--- src/rtl/fp_adder_seq.sv ---
`default_nettype none
//==============================================================================
// Module   : fp_adder_seq
// Brief    : Multi-cycle binary64 adder (RNE), left normalisation one bit/cycle.
//            Define FP_SUB_EN to add the `op` input (op=1 computes A-B).
// Revision : 1.0  initial release
//==============================================================================
module fp_adder_seq #(
    parameter int W_EXP  = 11,
    parameter int W_MANT = 52,
    parameter int BIAS   = 1023
) (
    input  logic        clk,
    input  logic        rst_n,
    input  logic        in_valid,
    output logic        in_ready,
    input  logic [63:0] A,
    input  logic [63:0] B,
`ifdef FP_SUB_EN
    input  logic        op,
`endif
    output logic        out_valid,
    input  logic        out_ready,
    output logic [63:0] result
);
    localparam int c_WW = W_MANT + 5;
    localparam int c_WX = W_EXP + 1;
    localparam int c_SB = W_EXP + W_MANT;
    localparam logic [c_WX-1:0] c_EXP_INF = c_WX'(2 * BIAS + 1);
    localparam logic [c_WX-1:0] c_SH_MAX  = c_WX'(c_WW - 1);
    localparam logic [63:0]     c_QNAN    = 64'h7FF8000000000000;

    typedef enum logic [2:0] {
        S_IDLE  = 3'd0,
        S_ALIGN = 3'd1,
        S_ADD   = 3'd2,
        S_NORM  = 3'd3,
        S_ROUND = 3'd4,
        S_DONE  = 3'd5
    } state_t;

    state_t          r_state, w_state_nxt;
    logic [63:0]     r_a, r_b, w_a_nxt, w_b_nxt;
    logic            r_sign, w_sign_nxt, r_sub, w_sub_nxt;
    logic [c_WX-1:0] r_exp, w_exp_nxt;
    logic [c_WW-1:0] r_mant_l, r_mant_s, r_mant;
    logic [c_WW-1:0] w_mant_l_nxt, w_mant_s_nxt, w_mant_nxt;
    logic [63:0]     r_result, w_result_nxt;
    logic            r_out_valid, w_out_valid_nxt;

    logic w_b_flip;
`ifdef FP_SUB_EN
    assign w_b_flip = op;
`else
    assign w_b_flip = 1'b0;
`endif

    logic [63:0] w_b_in;
    assign w_b_in = {B[c_SB] ^ w_b_flip, B[c_SB-1:0]};

    // Operand classification from the registered operands
    logic [W_EXP-1:0]  w_ea, w_eb;
    logic [W_MANT-1:0] w_fa, w_fb;
    logic w_a_nan, w_b_nan, w_a_inf, w_b_inf, w_a_zero, w_b_zero;
    assign w_ea     = r_a[c_SB-1:W_MANT];
    assign w_eb     = r_b[c_SB-1:W_MANT];
    assign w_fa     = r_a[W_MANT-1:0];
    assign w_fb     = r_b[W_MANT-1:0];
    assign w_a_nan  = (&w_ea) & (|w_fa);
    assign w_b_nan  = (&w_eb) & (|w_fb);
    assign w_a_inf  = (&w_ea) & ~(|w_fa);
    assign w_b_inf  = (&w_eb) & ~(|w_fb);
    assign w_a_zero = ~(|w_ea);
    assign w_b_zero = ~(|w_eb);

    logic        w_special;
    logic [63:0] w_spec_res;
    always_comb begin
        w_special  = 1'b1;
        w_spec_res = 64'h0;
        if (w_a_nan || w_b_nan)       w_spec_res = c_QNAN;
        else if (w_a_inf && w_b_inf)  w_spec_res = (r_a[c_SB] != r_b[c_SB]) ? c_QNAN : r_a;
        else if (w_a_inf)             w_spec_res = r_a;
        else if (w_b_inf)             w_spec_res = r_b;
        else if (w_a_zero && w_b_zero)
            w_spec_res = (r_a[c_SB] & r_b[c_SB]) ? 64'h8000000000000000 : 64'h0;
        else if (w_a_zero)            w_spec_res = r_b;
        else if (w_b_zero)            w_spec_res = r_a;
        else                          w_special  = 1'b0;
    end

    // Alignment: larger magnitude first, smaller shifted right with sticky
    logic              w_a_ge;
    logic [W_EXP-1:0]  w_e_big, w_e_sml, w_diff;
    logic [W_MANT-1:0] w_f_big, w_f_sml;
    logic [c_WX-1:0]   w_sh;
    logic [c_WW-1:0]   w_sml_m, w_sml_sh, w_mask;
    logic              w_sticky;
    assign w_a_ge   = (r_a[c_SB-1:0] >= r_b[c_SB-1:0]);
    assign w_e_big  = w_a_ge ? w_ea : w_eb;
    assign w_e_sml  = w_a_ge ? w_eb : w_ea;
    assign w_f_big  = w_a_ge ? w_fa : w_fb;
    assign w_f_sml  = w_a_ge ? w_fb : w_fa;
    assign w_diff   = w_e_big - w_e_sml;
    assign w_sh     = ({1'b0, w_diff} > c_SH_MAX) ? c_SH_MAX : {1'b0, w_diff};
    assign w_sml_m  = {2'b01, w_f_sml, 3'b000};
    assign w_sml_sh = w_sml_m >> w_sh;
    assign w_mask   = (c_WW'(1) << w_sh) - c_WW'(1);
    assign w_sticky = |(w_sml_m & w_mask);

    // Round-to-nearest-even; a fraction overflow means the significand became 10.0
    logic                w_round_up, w_rcarry;
    logic [W_MANT-1:0]   w_rfrac;
    logic [c_WX-1:0]     w_rexp;
    assign w_round_up          = r_mant[2] & (r_mant[1] | r_mant[0] | r_mant[3]);
    assign {w_rcarry, w_rfrac} = {1'b0, r_mant[c_WW-3:3]} + (W_MANT + 1)'(w_round_up);
    assign w_rexp              = r_exp + c_WX'(w_rcarry);

    always_comb begin
        w_state_nxt     = r_state;
        w_a_nxt         = r_a;
        w_b_nxt         = r_b;
        w_sign_nxt      = r_sign;
        w_sub_nxt       = r_sub;
        w_exp_nxt       = r_exp;
        w_mant_l_nxt    = r_mant_l;
        w_mant_s_nxt    = r_mant_s;
        w_mant_nxt      = r_mant;
        w_result_nxt    = r_result;
        w_out_valid_nxt = r_out_valid;
        case (r_state)
            S_IDLE: begin
                if (in_valid) begin
                    w_a_nxt     = A;
                    w_b_nxt     = w_b_in;
                    w_state_nxt = S_ALIGN;
                end
            end
            S_ALIGN: begin
                if (w_special) begin
                    w_result_nxt    = w_spec_res;
                    w_out_valid_nxt = 1'b1;
                    w_state_nxt     = S_DONE;
                end else begin
                    w_mant_l_nxt = {2'b01, w_f_big, 3'b000};
                    w_mant_s_nxt = {w_sml_sh[c_WW-1:1], w_sml_sh[0] | w_sticky};
                    w_exp_nxt    = {1'b0, w_e_big};
                    w_sign_nxt   = w_a_ge ? r_a[c_SB] : r_b[c_SB];
                    w_sub_nxt    = r_a[c_SB] ^ r_b[c_SB];
                    w_state_nxt  = S_ADD;
                end
            end
            S_ADD: begin
                w_mant_nxt  = r_sub ? (r_mant_l - r_mant_s) : (r_mant_l + r_mant_s);
                w_state_nxt = S_NORM;
            end
            S_NORM: begin
                if (r_mant == '0) begin
                    w_result_nxt    = 64'h0;
                    w_out_valid_nxt = 1'b1;
                    w_state_nxt     = S_DONE;
                end else if (r_mant[c_WW-1]) begin
                    w_mant_nxt  = {1'b0, r_mant[c_WW-1:2], r_mant[1] | r_mant[0]};
                    w_exp_nxt   = r_exp + c_WX'(1);
                    w_state_nxt = S_ROUND;
                end else if (r_mant[c_WW-2]) begin
                    w_state_nxt = S_ROUND;
                end else if (r_exp == c_WX'(1)) begin
                    // Would need a denormal: flush to +0
                    w_result_nxt    = 64'h0;
                    w_out_valid_nxt = 1'b1;
                    w_state_nxt     = S_DONE;
                end else begin
                    w_mant_nxt = r_mant << 1;
                    w_exp_nxt  = r_exp - c_WX'(1);
                    if (r_mant[c_WW-3]) w_state_nxt = S_ROUND;
                end
            end
            S_ROUND: begin
                if (w_rexp >= c_EXP_INF)
                    w_result_nxt = {r_sign, {W_EXP{1'b1}}, {W_MANT{1'b0}}};
                else
                    w_result_nxt = {r_sign, w_rexp[W_EXP-1:0], w_rfrac};
                w_out_valid_nxt = 1'b1;
                w_state_nxt     = S_DONE;
            end
            S_DONE: begin
                if (out_ready) begin
                    w_out_valid_nxt = 1'b0;
                    w_state_nxt     = S_IDLE;
                end
            end
            default: w_state_nxt = S_IDLE;
        endcase
    end

    always_ff @(posedge clk or negedge rst_n) begin
        if (!rst_n) begin
            r_state     <= S_IDLE;
            r_a         <= '0;
            r_b         <= '0;
            r_sign      <= 1'b0;
            r_sub       <= 1'b0;
            r_exp       <= '0;
            r_mant_l    <= '0;
            r_mant_s    <= '0;
            r_mant      <= '0;
            r_result    <= 64'h0;
            r_out_valid <= 1'b0;
        end else begin
            r_state     <= w_state_nxt;
            r_a         <= w_a_nxt;
            r_b         <= w_b_nxt;
            r_sign      <= w_sign_nxt;
            r_sub       <= w_sub_nxt;
            r_exp       <= w_exp_nxt;
            r_mant_l    <= w_mant_l_nxt;
            r_mant_s    <= w_mant_s_nxt;
            r_mant      <= w_mant_nxt;
            r_result    <= w_result_nxt;
            r_out_valid <= w_out_valid_nxt;
        end
    end

    assign in_ready  = (r_state == S_IDLE);
    assign out_valid = r_out_valid;
    assign result    = r_result;

endmodule
`default_nettype wire

--- config.mk ---
export PLATFORM = sky130hd
export DESIGN_NAME = fp_adder_seq
export DESIGN_NICKNAME = d
export VERILOG_FILES = /design/src/rtl/fp_adder_seq.sv
export SDC_FILE = /design/constraint.sdc
export NUM_CORES = 2
export LEC_CHECK = 0
export ABC_AREA = 1
export BUFFER_PORTS_ARGS = -buffer_cell sky130_fd_sc_hd__buf_4
export CAP_MARGIN = 10
export CELL_PAD_IN_SITES_DETAIL_PLACEMENT = 1
export CELL_PAD_IN_SITES_GLOBAL_PLACEMENT = 1
export CORE_ASPECT_RATIO = 0.75
export CORE_MARGIN = 10
export CORE_UTILIZATION = 34
export CTS_BUF_LIST = sky130_fd_sc_hd__clkbuf_4 sky130_fd_sc_hd__clkbuf_8 sky130_fd_sc_hd__clkbuf_16
export CTS_CLUSTER_DIAMETER = 30
export DETAILED_ROUTE_END_ITERATION = 8
export GPL_ROUTABILITY_DRIVEN = 0
export PLACE_DENSITY_LB_ADDON = 0.1
export SETUP_SLACK_MARGIN = 0.2
export SLEW_MARGIN = 20
export SYNTH_ARGS = -nofsm -noshare
export SYNTH_HDL_FRONTEND = slang
export SYNTH_SLANG_ARGS = --single-unit
--- constraint.sdc ---
create_clock -name clk -period 13.38 [get_ports clk]
set_input_delay 2.676 -clock clk [delete_from_list [all_inputs] [get_ports clk]]
set_output_delay 2.676 -clock clk [all_outputs]
set_load 0.1 [all_outputs]
==> out/qor.csv <==
stage,metric,value,unit
floorplanning,core area,95000,um^2
clocking,hold_buf cts,0,
synthesis,register area share after synthesis,0.290,
clocking,CTS tree,done,
final_layout,layout cell share with drive strength beyond 1,0.105,
grt,GR Util All Layers,0.310,
floorplanning,Starting Density,0.341,
drt,DR iter-0 viols,4361,
synthesis,cells after synthesis,4971,
floorplanning,die area,108000,um^2
sta,worst relative slew slack,0.164,
grt,met1 Use GR,0.474,
synthesis,top cell type's share of synthesized area,0.290,
synthesis,"flops & latches, synth",376,
place,hpwl dp,138000,um
drt,First-pass DRT Iterations,5,
critical_path,crit start category,register,
outcome,outcome,"finished, final reports clean",
synthesis,Synthesized Nets,5282,
synthesis,number of synthesized flops with an enable pin,0,
grt,met3 Usage GRT,0.0718,
grt,met2 Use GR,0.428,
sta,RSZ-0062 raised after global routing,false,
final_layout,final net count,5362,
synthesis,cell taking the most area after synthesis,dfrtp_1,
clocking,Max clock buf depth,3,
sta,Tmin final,8.16,ns
grt,first-pass GRT wire length,251000,um
synthesis,number of distinct library cells after synthesis,71,
drt,"antenna viol nets, final",0,
final_layout,Ant. Diodes,0,
place,Setup WS pre-CTS,5.57,ns
clocking,clock buffer count from CTS,99,
clocking,clk root buf,clkbuf_16,
job,maxcap violations,0,
clocking,CTS clock-pin slew for the worst setup and hold paths,0.05,ns
grt,GRT overflow,0,
clocking,CTS resizes,0,
clocking,clk sink count,376,
place,Placed Area,34800,um^2
synthesis,Post-Syn Area,32400,um^2
sta,period utilization,0.610,
drt,DR DRC count,0,
drt,Vias,37200,
sta,worst-margin pin slew,1.25,ns
sta,Max Freq,0.123,GHz
final_layout,final instance area,38400,um^2
synthesis,Main synth FF type,dfrtp_1,
floorplanning,die span in y,287,um
final_layout,Fillers,12100,
drt,Vias/cell,5.82,
floorplanning,row cnt,98,
critical_path,Crit-path slowest cell,buf_4,
synthesis,"top cells by area, synth","dfrtp_1, nand2_1, o21ai_0",
synthesis,Post-synth ARST share,1.00,
sta,Worst Clk Skew,0.0515,ns
critical_path,crit path DAT,8.66,ns
critical_path,critical path type,reg2reg,
floorplanning,I/O pin cnt,198,
drt,Total Wirelength,174000,um
critical_path,CP endpoint kind,register,
critical_path,most frequent CP cell,nand2_1,
place,PortBufs,197,
hold_path,worst min path class,reg2reg,
floorplanning,Die W,377,um
grt,vias in the first global route,35400,
critical_path,"Req. time, crit path",13.88,ns
drt,Wirelength per Cell,27.3,um
sta,final setup fails,0,
sta,Worst Slack Setup Final,5.22,ns
clocking,H-Tree Depth,3,
grt,initial antenna violation count,7,
grt,pin count of the biggest net entering global routing,135,
sta,Slew Limit Fails,0,
final_layout,P&R area growth vs syn,18.6,%
clocking,"Clk Latency, worst-skew pair",0.70,ns
sta,Setup TNS Final,0,ns
critical_path,crit-path max FO,89,
critical_path,max incr delay on CP,0.77,ns
grt,global route hottest layer,met1,
synthesis,yosys warns,0,
clocking,Setup Buffers After CTS,0,
synthesis,Mapped Avg Cell Area,6.52,um^2
sta,Final Hold Violating Endpoints,0,
[area by class of cell]
type	count	area [um^2]	area share
clock buffer	127	2780	0.0722
sequential	376	9410	0.245
inverter	626	2350	0.0612
timing repair buffer	241	1840	0.0479
multi-input combinational	3707	19600	0.511
tap	1250	1560	0.0407
clock inverter	59	865	0.0225
[logic make-up (layout without fill, tap and decap cells)]
logic type,count (synthesis),in the layout,share of synthesized area
AND/OR/NAND/NOR,2123,2123,0.280
AO/OA/AOI/OAI,1349,1349,0.238
buffers and inverters,888,1053,0.107
flip-flops,376,376,0.290
adder cells (fa/ha/maj),179,179,0.0693
XOR/XNOR,39,39,0.0105
multiplexers,17,17,0.00525
[final timing paths]
kind                       slack [ns]  cells after the start                      end                    from
max                              5.22                     33  r_mant_s[1]$_DFFE_PN0P_     r_b[52]$_DFFE_PN0P_
min                              0.47                      2   result[63]$_DFFE_PN0P_  result[63]$_DFFE_PN0P_
max reg2reg                      5.22                     33  r_mant_s[1]$_DFFE_PN0P_     r_b[52]$_DFFE_PN0P_
min reg2reg                      0.47                      2   result[63]$_DFFE_PN0P_  result[63]$_DFFE_PN0P_
max in group asynchronous        9.20                      3    result[2]$_DFFE_PN0P_                   rst_n
min in group asynchronous        1.98                      1   r_mant[43]$_DFFE_PN0P_                   rst_n
[Yosys cell counts (all sizes together) (33+ instances only)]
master,instances
o221ai,35
nand3,300
clkbuf,200
nor2,594
nand4,86
a21oi,406
o211ai,38
or2,33
o21ai,539
ha,178
buf,62
a2bb2oi,44
nor4,34
a22oi,42
inv,618
nand2,996
nor3,60
dfrtp,376
xor2,38
a31oi,49
o22ai,114
[registers in the layout, indices dropped and copies added, names as in the netlist]
name,flops
r_sub,1
out_valid,1
r_mant_l,53
r_mant_s,56
r_mant,57
r_a,64
r_exp,12
result,64
r_sign,1
r_state,3
r_b,64
[routing by layer]
metal	vias up	part of all wire
met2	1535	0.40
met4	4	0.027
met1	18500	0.48
met5	-	0.00012
li1	17000	-
met3	210	0.093
[stage by stage]
| step | instances | utilization | hold WS (ns) |
|---|---|---|---|
| after floorplan | 4971 | - | 0.472 |
| after global placement | 6200 | 0.366 | 0.458 |
| after detailed placement | 6200 | 0.366 | 0.461 |
| after CTS | 6386 | 0.405 | 0.473 |
| after global routing | 6386 | 0.405 | 0.497 |
| final | 6386 | 0.405 | 0.467 |
[critical path: cells and delay by family (launching register included)]
family	cells	cell delay, ns
flops	1	0.39
compound gates	7	1.54
buf+inv	4	1.45
fa+ha+maj	1	0.59
simple gates	21	3.92
[placed cells by master (no fill, tap or decap), types with 13 or more instances in the layout]
| cell | synthesis | final |
|---|---|---|
| clkinv_2 | 0 | 14 |
| clkbuf_8 | 0 | 14 |
| a31oi_1 | 49 | 49 |
| nor4_1 | 34 | 33 |
| nor2_1 | 571 | 568 |
| nand2_1 | 980 | 977 |
| or2_2 | 27 | 27 |
| o22ai_1 | 114 | 113 |
| inv_2 | 13 | 15 |
| inv_1 | 603 | 601 |
| nand4_1 | 84 | 84 |
| xor2_1 | 38 | 38 |
| o21ai_1 | 76 | 76 |
| dfrtp_1 | 376 | 375 |
| o21a_1 | 13 | 13 |
| ha_1 | 178 | 178 |
| nor3_1 | 58 | 57 |
| o211ai_1 | 38 | 38 |
| nand2_2 | 13 | 14 |
| o21ai_0 | 463 | 463 |
| a22oi_1 | 42 | 42 |
| clkbuf_16 | 0 | 99 |
| nor2_2 | 17 | 18 |
| bufinv_16 | 0 | 15 |
| clkbuf_4 | 0 | 14 |
| mux2i_1 | 17 | 17 |
| a2bb2oi_1 | 44 | 44 |
| buf_4 | 5 | 238 |
| a21oi_1 | 404 | 404 |
| o221ai_1 | 35 | 34 |
| nand3_1 | 295 | 294 |
Power is left out: the tool's default activity adds up to more than one toggle a clock period on the data nets, which glitch-free logic cannot reach.
